--- src/rtl/dcm_reset_sequencer.sv ---
// Reset/lock sequencer for two cascaded DCM stages (A = multiplier, B = phase stage).
// Releases B only after A shows a stable lock, retries on loss or timeout, and goes to FAULT when retries run out.
module dcm_reset_sequencer #(
  parameter int RST_HOLD_CYCLES = 4,
  parameter int STABLE_CYCLES   = 16,
  parameter int TIMEOUT_CYCLES  = 100000,
  parameter int MAX_RETRIES     = 3,
  parameter int CNT_W           = 20
) (
  input  logic       clk,
  input  logic       rst,
  input  logic       lockedA,
  input  logic       lockedB,
  output logic       dcmRstA,
  output logic       dcmRstB,
  output logic       clkLocked,
  output logic       sysRst,
  output logic       fault,
  output logic [2:0] retryCount,
  output logic [2:0] state
);

  localparam int STB_W = $clog2(STABLE_CYCLES + 1);
  localparam logic [CNT_W-1:0] HOLD_LAST    = CNT_W'(RST_HOLD_CYCLES - 1);
  localparam logic [CNT_W-1:0] TIMEOUT_LAST = CNT_W'(TIMEOUT_CYCLES - 1);
  localparam logic [STB_W-1:0] STABLE_LAST  = STB_W'(STABLE_CYCLES - 1);
  localparam logic [STB_W-1:0] STABLE_MAX   = STB_W'(STABLE_CYCLES);
  localparam logic [2:0]       RETRY_LIMIT  = 3'(MAX_RETRIES);

  typedef enum logic [2:0] {
    RST_A  = 3'd0,
    WAIT_A = 3'd1,
    RST_B  = 3'd2,
    WAIT_B = 3'd3,
    RUN    = 3'd4,
    FAULT  = 3'd5
  } stateT;

  stateT            fsmState;
  stateT            stateNext;
  logic             lkAMeta;
  logic             lkA;
  logic             lkBMeta;
  logic             lkB;
  logic [CNT_W-1:0] cnt;
  logic [STB_W-1:0] stableCnt;
  logic [2:0]       retryInc;
  logic             holdDone;
  logic             timedOut;
  logic             failAttempt;
  logic             watchedLock;

  always_comb begin
    holdDone    = (cnt == HOLD_LAST);
    timedOut    = (cnt == TIMEOUT_LAST);
    retryInc    = (retryCount == 3'd7) ? 3'd7 : retryCount + 3'd1;
    failAttempt = 1'b0;
    watchedLock = 1'b0;
    stateNext   = fsmState;
    case (fsmState)
      RST_A: begin
        if (holdDone) stateNext = WAIT_A;
      end
      WAIT_A: begin
        watchedLock = lkA;
        // Acceptance is checked before the timeout so a tie resolves to acceptance.
        if (lkA && stableCnt == STABLE_LAST) stateNext = RST_B;
        else if (timedOut)                   failAttempt = 1'b1;
      end
      RST_B: begin
        if (!lkA)          failAttempt = 1'b1;
        else if (holdDone) stateNext = WAIT_B;
      end
      WAIT_B: begin
        watchedLock = lkB;
        if (lkA && lkB && stableCnt == STABLE_LAST) stateNext = RUN;
        else if (!lkA || timedOut)                  failAttempt = 1'b1;
      end
      RUN: begin
        if (!lkA || !lkB) stateNext = RST_A;
      end
      FAULT: begin
        stateNext = FAULT;
      end
      default: begin
        stateNext = RST_A;
      end
    endcase
    if (failAttempt) stateNext = (retryInc == RETRY_LIMIT) ? FAULT : RST_A;
  end

  always_ff @(posedge clk or posedge rst) begin
    if (rst) begin
      lkAMeta    <= 1'b0;
      lkA        <= 1'b0;
      lkBMeta    <= 1'b0;
      lkB        <= 1'b0;
      fsmState   <= RST_A;
      cnt        <= '0;
      stableCnt  <= '0;
      retryCount <= 3'd0;
      dcmRstA    <= 1'b1;
      dcmRstB    <= 1'b1;
      clkLocked  <= 1'b0;
      sysRst     <= 1'b1;
      fault      <= 1'b0;
    end else begin
      lkAMeta  <= lockedA;
      lkA      <= lkAMeta;
      lkBMeta  <= lockedB;
      lkB      <= lkBMeta;
      fsmState <= stateNext;

      // Shared hold/timeout counter is parked in the terminal states so it never wraps.
      if (stateNext != fsmState || fsmState == RUN || fsmState == FAULT) cnt <= '0;
      else                                                                cnt <= cnt + 1'b1;

      if (stateNext != fsmState || !watchedLock) stableCnt <= '0;
      else if (stableCnt != STABLE_MAX)          stableCnt <= stableCnt + 1'b1;

      if (failAttempt)                              retryCount <= retryInc;
      else if (stateNext == RUN && fsmState != RUN) retryCount <= 3'd0;

      // Outputs decode the next state so they change on the same edge as the FSM.
      dcmRstA   <= (stateNext == RST_A) || (stateNext == FAULT);
      dcmRstB   <= (stateNext != WAIT_B) && (stateNext != RUN);
      clkLocked <= (stateNext == RUN);
      sysRst    <= (stateNext != RUN);
      fault     <= (stateNext == FAULT);
    end
  end

  assign state = fsmState;

endmodule

--- config.mk ---
export PLATFORM = sky130hd
export DESIGN_NAME = dcm_reset_sequencer
export DESIGN_NICKNAME = d
export VERILOG_FILES = /design/src/rtl/dcm_reset_sequencer.sv
export SDC_FILE = /design/constraint.sdc
export NUM_CORES = 1
export LEC_CHECK = 0
export CORE_ASPECT_RATIO = 1.2
export CORE_UTILIZATION = 30
export DETAILED_ROUTE_END_ITERATION = 8
export PLACE_DENSITY = 0.58
export SYNTH_ARGS = -nofsm -noshare
export SYNTH_HDL_FRONTEND = slang
export SYNTH_SLANG_ARGS = --single-unit
--- constraint.sdc ---
create_clock -name clk -period 2.9 [get_ports clk]
set_input_delay 0.58 -clock clk [delete_from_list [all_inputs] [get_ports clk]]
set_output_delay 0.58 -clock clk [all_outputs]
set_load 0.02 [all_outputs]
==> results of run 1 <==
## worst max-delay path, stage by stage, from the launching register on
cell	delay [ns]
dfrtp_1	0.40
ha_1	0.22
and3_1	0.19
ha_1	0.23
and2_1	0.21
a2111o_1	0.43
o22ai_2	0.36
nor4b_2	0.12
o21ai_4	0.26
a211oi_1	0.11
## layer usage
| metal | part of all wire [%] | vias up |
|---|---|---|
| met3 | 3.0 | 2 |
| met1 | 48 | 748 |
| met4 | 0.45 | 0 |
| met2 | 49 | 16 |
| li1 | - | 762 |
| met5 | 0 | - |
## power by group through the flow
stage               sequential, mW  combinational, mW  clock (mW)
floorplan                    0.679              0.159           0
global placement             0.695              0.194           0
detailed placement           0.695              0.198           0
CTS                          0.684              0.200       0.496
global route                 0.694              0.220       0.512
finish                       0.684              0.196       0.476
## flip-flops by register name, indices dropped and copies added (netlist names)
name and flops:
clkLocked 1, stableCnt 5, dcmRstA 1, lkA 1, lkB 1, lkAMeta 1, lkBMeta 1, state 3
sysRst 1, fault 1, cnt 20, retryCount 3, dcmRstB 1
## cell type report
| class | count | area [µm²] |
|---|---|---|
| well taps | 85 | 106 |
| inverters | 9 | 33.8 |
| flip-flops and latches | 40 | 1000 |
| clock buffers | 6 | 82.6 |
| fillers | 663 | 4120 |
| clock inverters | 2 | 38.8 |
| multi-input cells | 151 | 986 |
| repair buffers | 16 | 155 |
## cells by family after synthesis
group                    after synthesis
AND/OR/NAND/NOR                       92
flip-flops                            40
AO/OA/AOI/OAI                         32
XOR/XNOR                              21
buffers and inverters                 13
adder cells (fa/ha/maj)                5
multiplexers                           1
## worst max path at each step
stage	start	end	slack, ns
after floorplan	stableCnt[0]	cnt[0]	0.50
after global placement	stableCnt[0]	cnt[5]	0.35
after detailed placement	stableCnt[1]	cnt[0]	0.24
after CTS	stableCnt[1]	cnt[5]	0.22
after global routing	stableCnt[1]	cnt[5]	0.08
final	stableCnt[0]	cnt[9]	0.23
## cell usage in the layout (no fill, tap or decap), types with 5 or more instances in the layout
cell type	synthesis	final
xnor2_1	12	12
nand3_1	13	13
nor3_1	6	6
a21oi_1	10	10
nand2_1	18	18
nor2_1	25	25
clkdlybuf4s50_1	0	14
xor2_1	9	9
ha_1	5	5
dfrtp_1	37	37
inv_1	9	9
nand4_1	6	6
a211oi_1	8	8
clkbuf_8	0	6
==> flow_metrics.env, run 1 <==
export IMPL_synth_nets=213
export IMPL_finalHoldViolCount=0
export IMPL_synth_xor_area_share_pct=8.99
export IMPL_synth_area_leaders="dfrtp_1, xnor2_1, nor2_1, dfstp_2, xor2_1"
export IMPL_rr_worst_depth=9
export IMPL_instances_no_fill=309
export IMPL_num_vias=1528
export IMPL_p_int_mw=0.983
export IMPL_crit_arrival_ns=2.83
export IMPL_n_antenna_cell=0
export IMPL_timing_final_ws_setup_ns=0.229
export IMPL_gp_congestion=0.820
export IMPL_tns_ns=0
export IMPL_die_h_um=92.5
export IMPL_critPathCaptureType="flop"
export IMPL_ant_nets=0
export IMPL_tightestPinTransition_ns=0.773
export IMPL_portBuffers=14
export IMPL_finalMaxSlewViolations=0
export IMPL_netlist_cell_type_count=45
export IMPL_avgViaCountPerCell=4.94
export IMPL_die_area_um2=7160
export IMPL_clk_path_buf_depth=2
export IMPL_r2r_start="stableCnt[0]"
export IMPL_grt_use_met3_pct=2.96
export IMPL_synth_top_area_share_pct=45.2
export IMPL_syn_area_per_cell_um2=10.0
export IMPL_synth_seq_cells=40
export IMPL_yosysMostFrequentCell="dfrtp_1"
export IMPL_comb_power_share_pct=14.5
export IMPL_netlist_area_um2=2050
export IMPL_powerDensity_nw_per_um2=563
export IMPL_ys_top_cells_by_count="dfrtp_1, nor2_1, nand2_1"
export IMPL_grt_total_usage_pct=12.3
export IMPL_final_setup_viol_count=0
export IMPL_grt_max_degree=41
export IMPL_placed_area_um2=2290
export IMPL_start_kind="flop"
export IMPL_cp_max_fo=9
export IMPL_post_route_period_util_pct=92.1
export IMPL_cts_buffers=5
export IMPL_remaining_drc_errors=0
export IMPL_worst_endpoint_required_ns=3.06
export IMPL_period_minus_slack_ns=2.67
export IMPL_worstHoldPathCells=0
export IMPL_num_nets_final=232
export IMPL_start_util_pct=31.4
export IMPL_firstDrtPassIters=4
export IMPL_status="finished clean"
export IMPL_postSynth_asyncResetShare_pct=100
export IMPL_core_um2=6530
export IMPL_synthAdderAreaFrac_pct=3.06
export IMPL_clkTransAtPathRegs_ns=0.08
export IMPL_seqPwrFrac_pct=50.4
export IMPL_overflow=0
export IMPL_synth_compound_area_share_pct=12.2
export IMPL_drive_above_1_share_pct=9.82
export IMPL_std_cell_rows=32
export IMPL_hold_end="lkB"
export IMPL_met1_usage_pct=16.2
export IMPL_irDropWorstVdd_mv=0.295
export IMPL_synth_edf_count=0
export IMPL_grt_pass1_vias=1437
export IMPL_total_power_mw=1.36
export IMPL_critical_path_class="reg2reg"
export IMPL_wirelength_um=4040
export IMPL_hp_start="lkBMeta"
export IMPL_synthFlopType="dfrtp_1"
export IMPL_cts_root_buf="clkbuf_8"
export IMPL_crit_reg2reg_capture="cnt[9]"
export IMPL_p_switching_mw=0.373
export IMPL_min_path_type="reg2reg"
export IMPL_busiest_layer="met2"
export IMPL_clock_skew_final_ns=0.0121
export IMPL_drtIter0Drc=91
export IMPL_yosysWarningCount=0
export IMPL_fin_util_pct=36.9
export IMPL_cts_htree_levels=2
export IMPL_antenna_found_initial=0
export IMPL_clock_power_share_pct=35.1
export IMPL_synth_area_leader_cell="dfrtp_1"
export IMPL_cts_setup_buffers=0
export IMPL_area_growth_synth_to_final_pct=17.6
export IMPL_dp_cells=301
export IMPL_leakagePower_nw=0.967
export IMPL_cts_sinks=40
export IMPL_ioPinCount=15
export IMPL_p_sw_share_pct=27.5
export IMPL_hpwlAfterDp_um=2930
export IMPL_rsz0062_at_grt="no"
export IMPL_routedWlPerCell_um=13.1
export IMPL_cts_hold_buffers=0
export IMPL_synth_top_family_by_area="simple AND/OR/NAND/NOR gates"
export IMPL_post_cts_resized=0
export IMPL_met2_usage_pct=20.2
export IMPL_place_ws_ns=0.236
export IMPL_seq_area_frac_synth_pct=49.1
export IMPL_final_design_area_no_fill_um2=2410
export IMPL_syn_inst=204
export IMPL_maxCapViolCount=0
export IMPL_die_w_um=77.4
export IMPL_post_synth_and_or_nand_nor_area_fraction_pct=23.5
export IMPL_max_slew_margin_rel_pct=47.7
export IMPL_clk_latency_ns=0.29
export IMPL_synthMuxAreaShare_pct=0.489
export IMPL_grt_pass1_wl_um=6930
export IMPL_cts_tree="yes"
export IMPL_max_freq_ghz=0.374
export IMPL_ff2ff_setup_slack_ns=0.23
export IMPL_hold_ws_ns=0.355
Note: power is estimated with default switching activity, not from simulation.
==> run 2, diff against run 1 <==
--- a/config.mk
+++ b/config.mk
@@ -8,7 +8,9 @@
 export CORE_ASPECT_RATIO = 1.2
 export CORE_UTILIZATION = 30
 export DETAILED_ROUTE_END_ITERATION = 8
+export GPL_TIMING_DRIVEN = 1
 export PLACE_DENSITY = 0.58
+export SLEW_MARGIN = 25
 export SYNTH_ARGS = -nofsm -noshare
 export SYNTH_HDL_FRONTEND = slang
 export SYNTH_SLANG_ARGS = --single-unit
==> results of run 2 <==
Final layout, timing and power as in run 1 (identical DEF).
==> RTL edit (config.mk and constraints of run 1) <==
The parameter `TIMEOUT_CYCLES` goes from 100000 to 50000.
--- a/src/rtl/dcm_reset_sequencer.sv
+++ b/src/rtl/dcm_reset_sequencer.sv
@@ -5,3 +5,3 @@
   parameter int STABLE_CYCLES   = 16,
-  parameter int TIMEOUT_CYCLES  = 100000,
+  parameter int TIMEOUT_CYCLES  = 50000,
   parameter int MAX_RETRIES     = 3,
Behaviour: no difference found for any inputs over 10 cycles, from zero or initial values and one cycle with rst high; that may be too few to reach the edited logic, so the function may still have changed.
==> RTL edit against run 1 <==
- setup slack better by 0.0079 ns
- cell count decreased by 0.97%
- total power shrank 4.7%
- cell area grew 2.7%
- sequential power is 2% lower
- sequential cell count is the same
- area after synthesis is 2.5% higher
- routed wire length grew 0.92%
- largest power group unchanged
- highest routed layer unchanged
==> RTL edit: results (changes against run 1) <==
largest net degree at the start of global routing=41 (unchanged); largest register by flop count=cnt (unchanged); Synth top cells by count=37 x dfrtp_1, 22 x nor2_1, 14 x nand2_1, 11 x a21oi_1, 11 x xor2_1 (was 37 x dfrtp_1, 25 x nor2_1, 18 x nand2_1, 13 x nand3_1, 12 x xnor2_1); antenna violations before repair=0 (unchanged); worst hold path class=reg2reg (unchanged); biggest registers after layout=cnt x20, stableCnt x5 (unchanged); # port buffers=14 (unchanged); Clk pin slew, worst setup/hold paths=0.08 ns (about the same); vias in the first global route=1,492 (was 1,437); first-pass GRT wire length=7010 um (was 6934 um); Synth cell types=47 (was 45); sequential area share after synthesis=0.4788 (was 0.4908); Worst Max-Slew Pin Slew=0.7919 ns (was 0.7731 ns); largest buffer count on any clock path=2 (unchanged); 1st-iter DRT viols=35 (was 91); DR vias/cell=4.879 (was 4.945); CP max-delay cell=a2111o_1 (unchanged); DP HPWL=2867 um (was 2935 um); Worst VDD drop=0.0002715 V (was 0.0002950 V); setup_tns=0 ns (unchanged); DR WL/cell=13.31 um (was 13.06 um); htree depth=2 (unchanged); antenna fix cells=0 (unchanged); WHS Path Cells=0 (unchanged); net count after synthesis=207 (was 213); drt pass-1 iters=4 (unchanged); Inserted Clock Buffers=5 (unchanged); Clock Skew=0.009353 ns (was 0.01212 ns); CP max FO=10 (was 9); Lkg Pwr=0.001014 uW (was 0.0009675 uW); total track usage=0.1219 (was 0.1228); Synth async-reset ratio=1.000 (unchanged); number of warnings issued by yosys=0 (unchanged); later-pin clock latency in the skew report=0.29 ns (about the same); reg2reg path depth=10 (was 9); layout net count=227 (was 232); CP max stage delay=0.47 ns (was 0.43 ns); top cells by area, synth=dfrtp_1 44%, xor2_1 4.6%, nor2_1 3.9%, dfstp_2 3.8%, xnor2_1 3.3% (was dfrtp_1 45%, xnor2_1 5.1%, nor2_1 4.6%, dfstp_2 3.9%, xor2_1 3.9%); number of enable flip-flop cells after synthesis=0 (unchanged); # fillers=682 (was 663); status=completed (unchanged); arrival time worst endpoint=2.87 ns (was 2.83 ns); root buffer cell=clkbuf_8 (unchanged); Final GP Congestion=0.7813 (was 0.8197); prevailing post-synth register cell=dfrtp_1 (unchanged); layout cells sized above 1=0.1644 (was 0.09821)
==> RTL edit: cell types whose count changed after synthesis, sizes merged, moves of 5 or more <==
cell	before	now
nand2	19	14
nor3	6	12
nand3	13	8
a211oi	8	0
==> RTL edit: power by group <==
part	switching (uW)	total [uW]	leakage (uW)	internal [uW]
sequential	66.5	669	0.000516	603
combinational	89.8	167	0.000444	77.4
clock	202	457	0.0000541	255
==> RTL edit: worst max-delay path: cells and delay by family (launching register included) <==
family / cells / cell delay [ns]
compound gates: 3 / 0.87
fa+ha+maj: 2 / 0.44
buf+inv: 1 / 0.15
simple gates: 3 / 0.50
flops: 1 / 0.40
mux: 1 / 0.21
==> RTL edit: path summary, 6_finish.rpt <==
check,from,to,slack (ns)
setup / recovery,stableCnt[0],cnt[0],0.24
hold / removal,lkAMeta,lkA,0.35
setup reg to reg,stableCnt[0],cnt[0],0.24
hold reg to reg,lkAMeta,lkA,0.35
max in group asynchronous,rst,dcmRstA,1.83
min in group asynchronous,rst,cnt[7],0.70
==> RTL edit: routing by layer <==
layer,GRT usage,vias to the layer above,share of wire
met1,0.1484,723,0.46
met4,0.03858,0,0.018
met5,0,-,0
li1,-,736,-
met3,0.02829,8,0.032
met2,0.2113,26,0.49
==> RTL edit: cells by family (layout without fill, tap and decap cells) <==
kind of cell,after synthesis,in the layout,synth area share
compound gates,26,26,0.09005
xor+xnor,19,19,0.07931
flops,40,40,0.4788
buf+inv,14,35,0.03219
mux,2,2,0.01550
fa+ha+maj,5,5,0.02982
simple gates,92,92,0.2743
==> RTL edit: layout make-up <==
type,count,area share
clock buffers,5,0.02785
flip-flops and latches,40,0.4066
clock inverters,3,0.01722
inverters,10,0.01519
repair buffers,17,0.07089
multi-input cells,144,0.4182
well taps,87,0.04405
==> RTL edit: what timing repair did <==
| item | in CTS | in global routing |
|---|---|---|
| endpoints found under the setup margin | 0 | 5 |
| hold buffers | 0 | 0 |
| setup buffers | 0 | 1 |
| gates resized for setup | 0 | 1 |
| hold endpoints to repair | 0 | 0 |
==> RTL edit: through the flow <==
step | hold WS [ns] | cell area, um^2 | cells | worst slack, ns | total power (uW)
after CTS | 0.3597 | 2444 | 305 | 0.1348 | 1304
after global routing | 0.3652 | 2471 | 306 | 0.05627 | 1359
after floorplan | 0.3312 | 2098 | 198 | 0.4051 | 797.4
after global placement | 0.3338 | 2332 | 297 | 0.1826 | 841.6
final | 0.3525 | 2471 | 306 | 0.2374 | 1293
after detailed placement | 0.3404 | 2332 | 297 | 0.1578 | 843.8
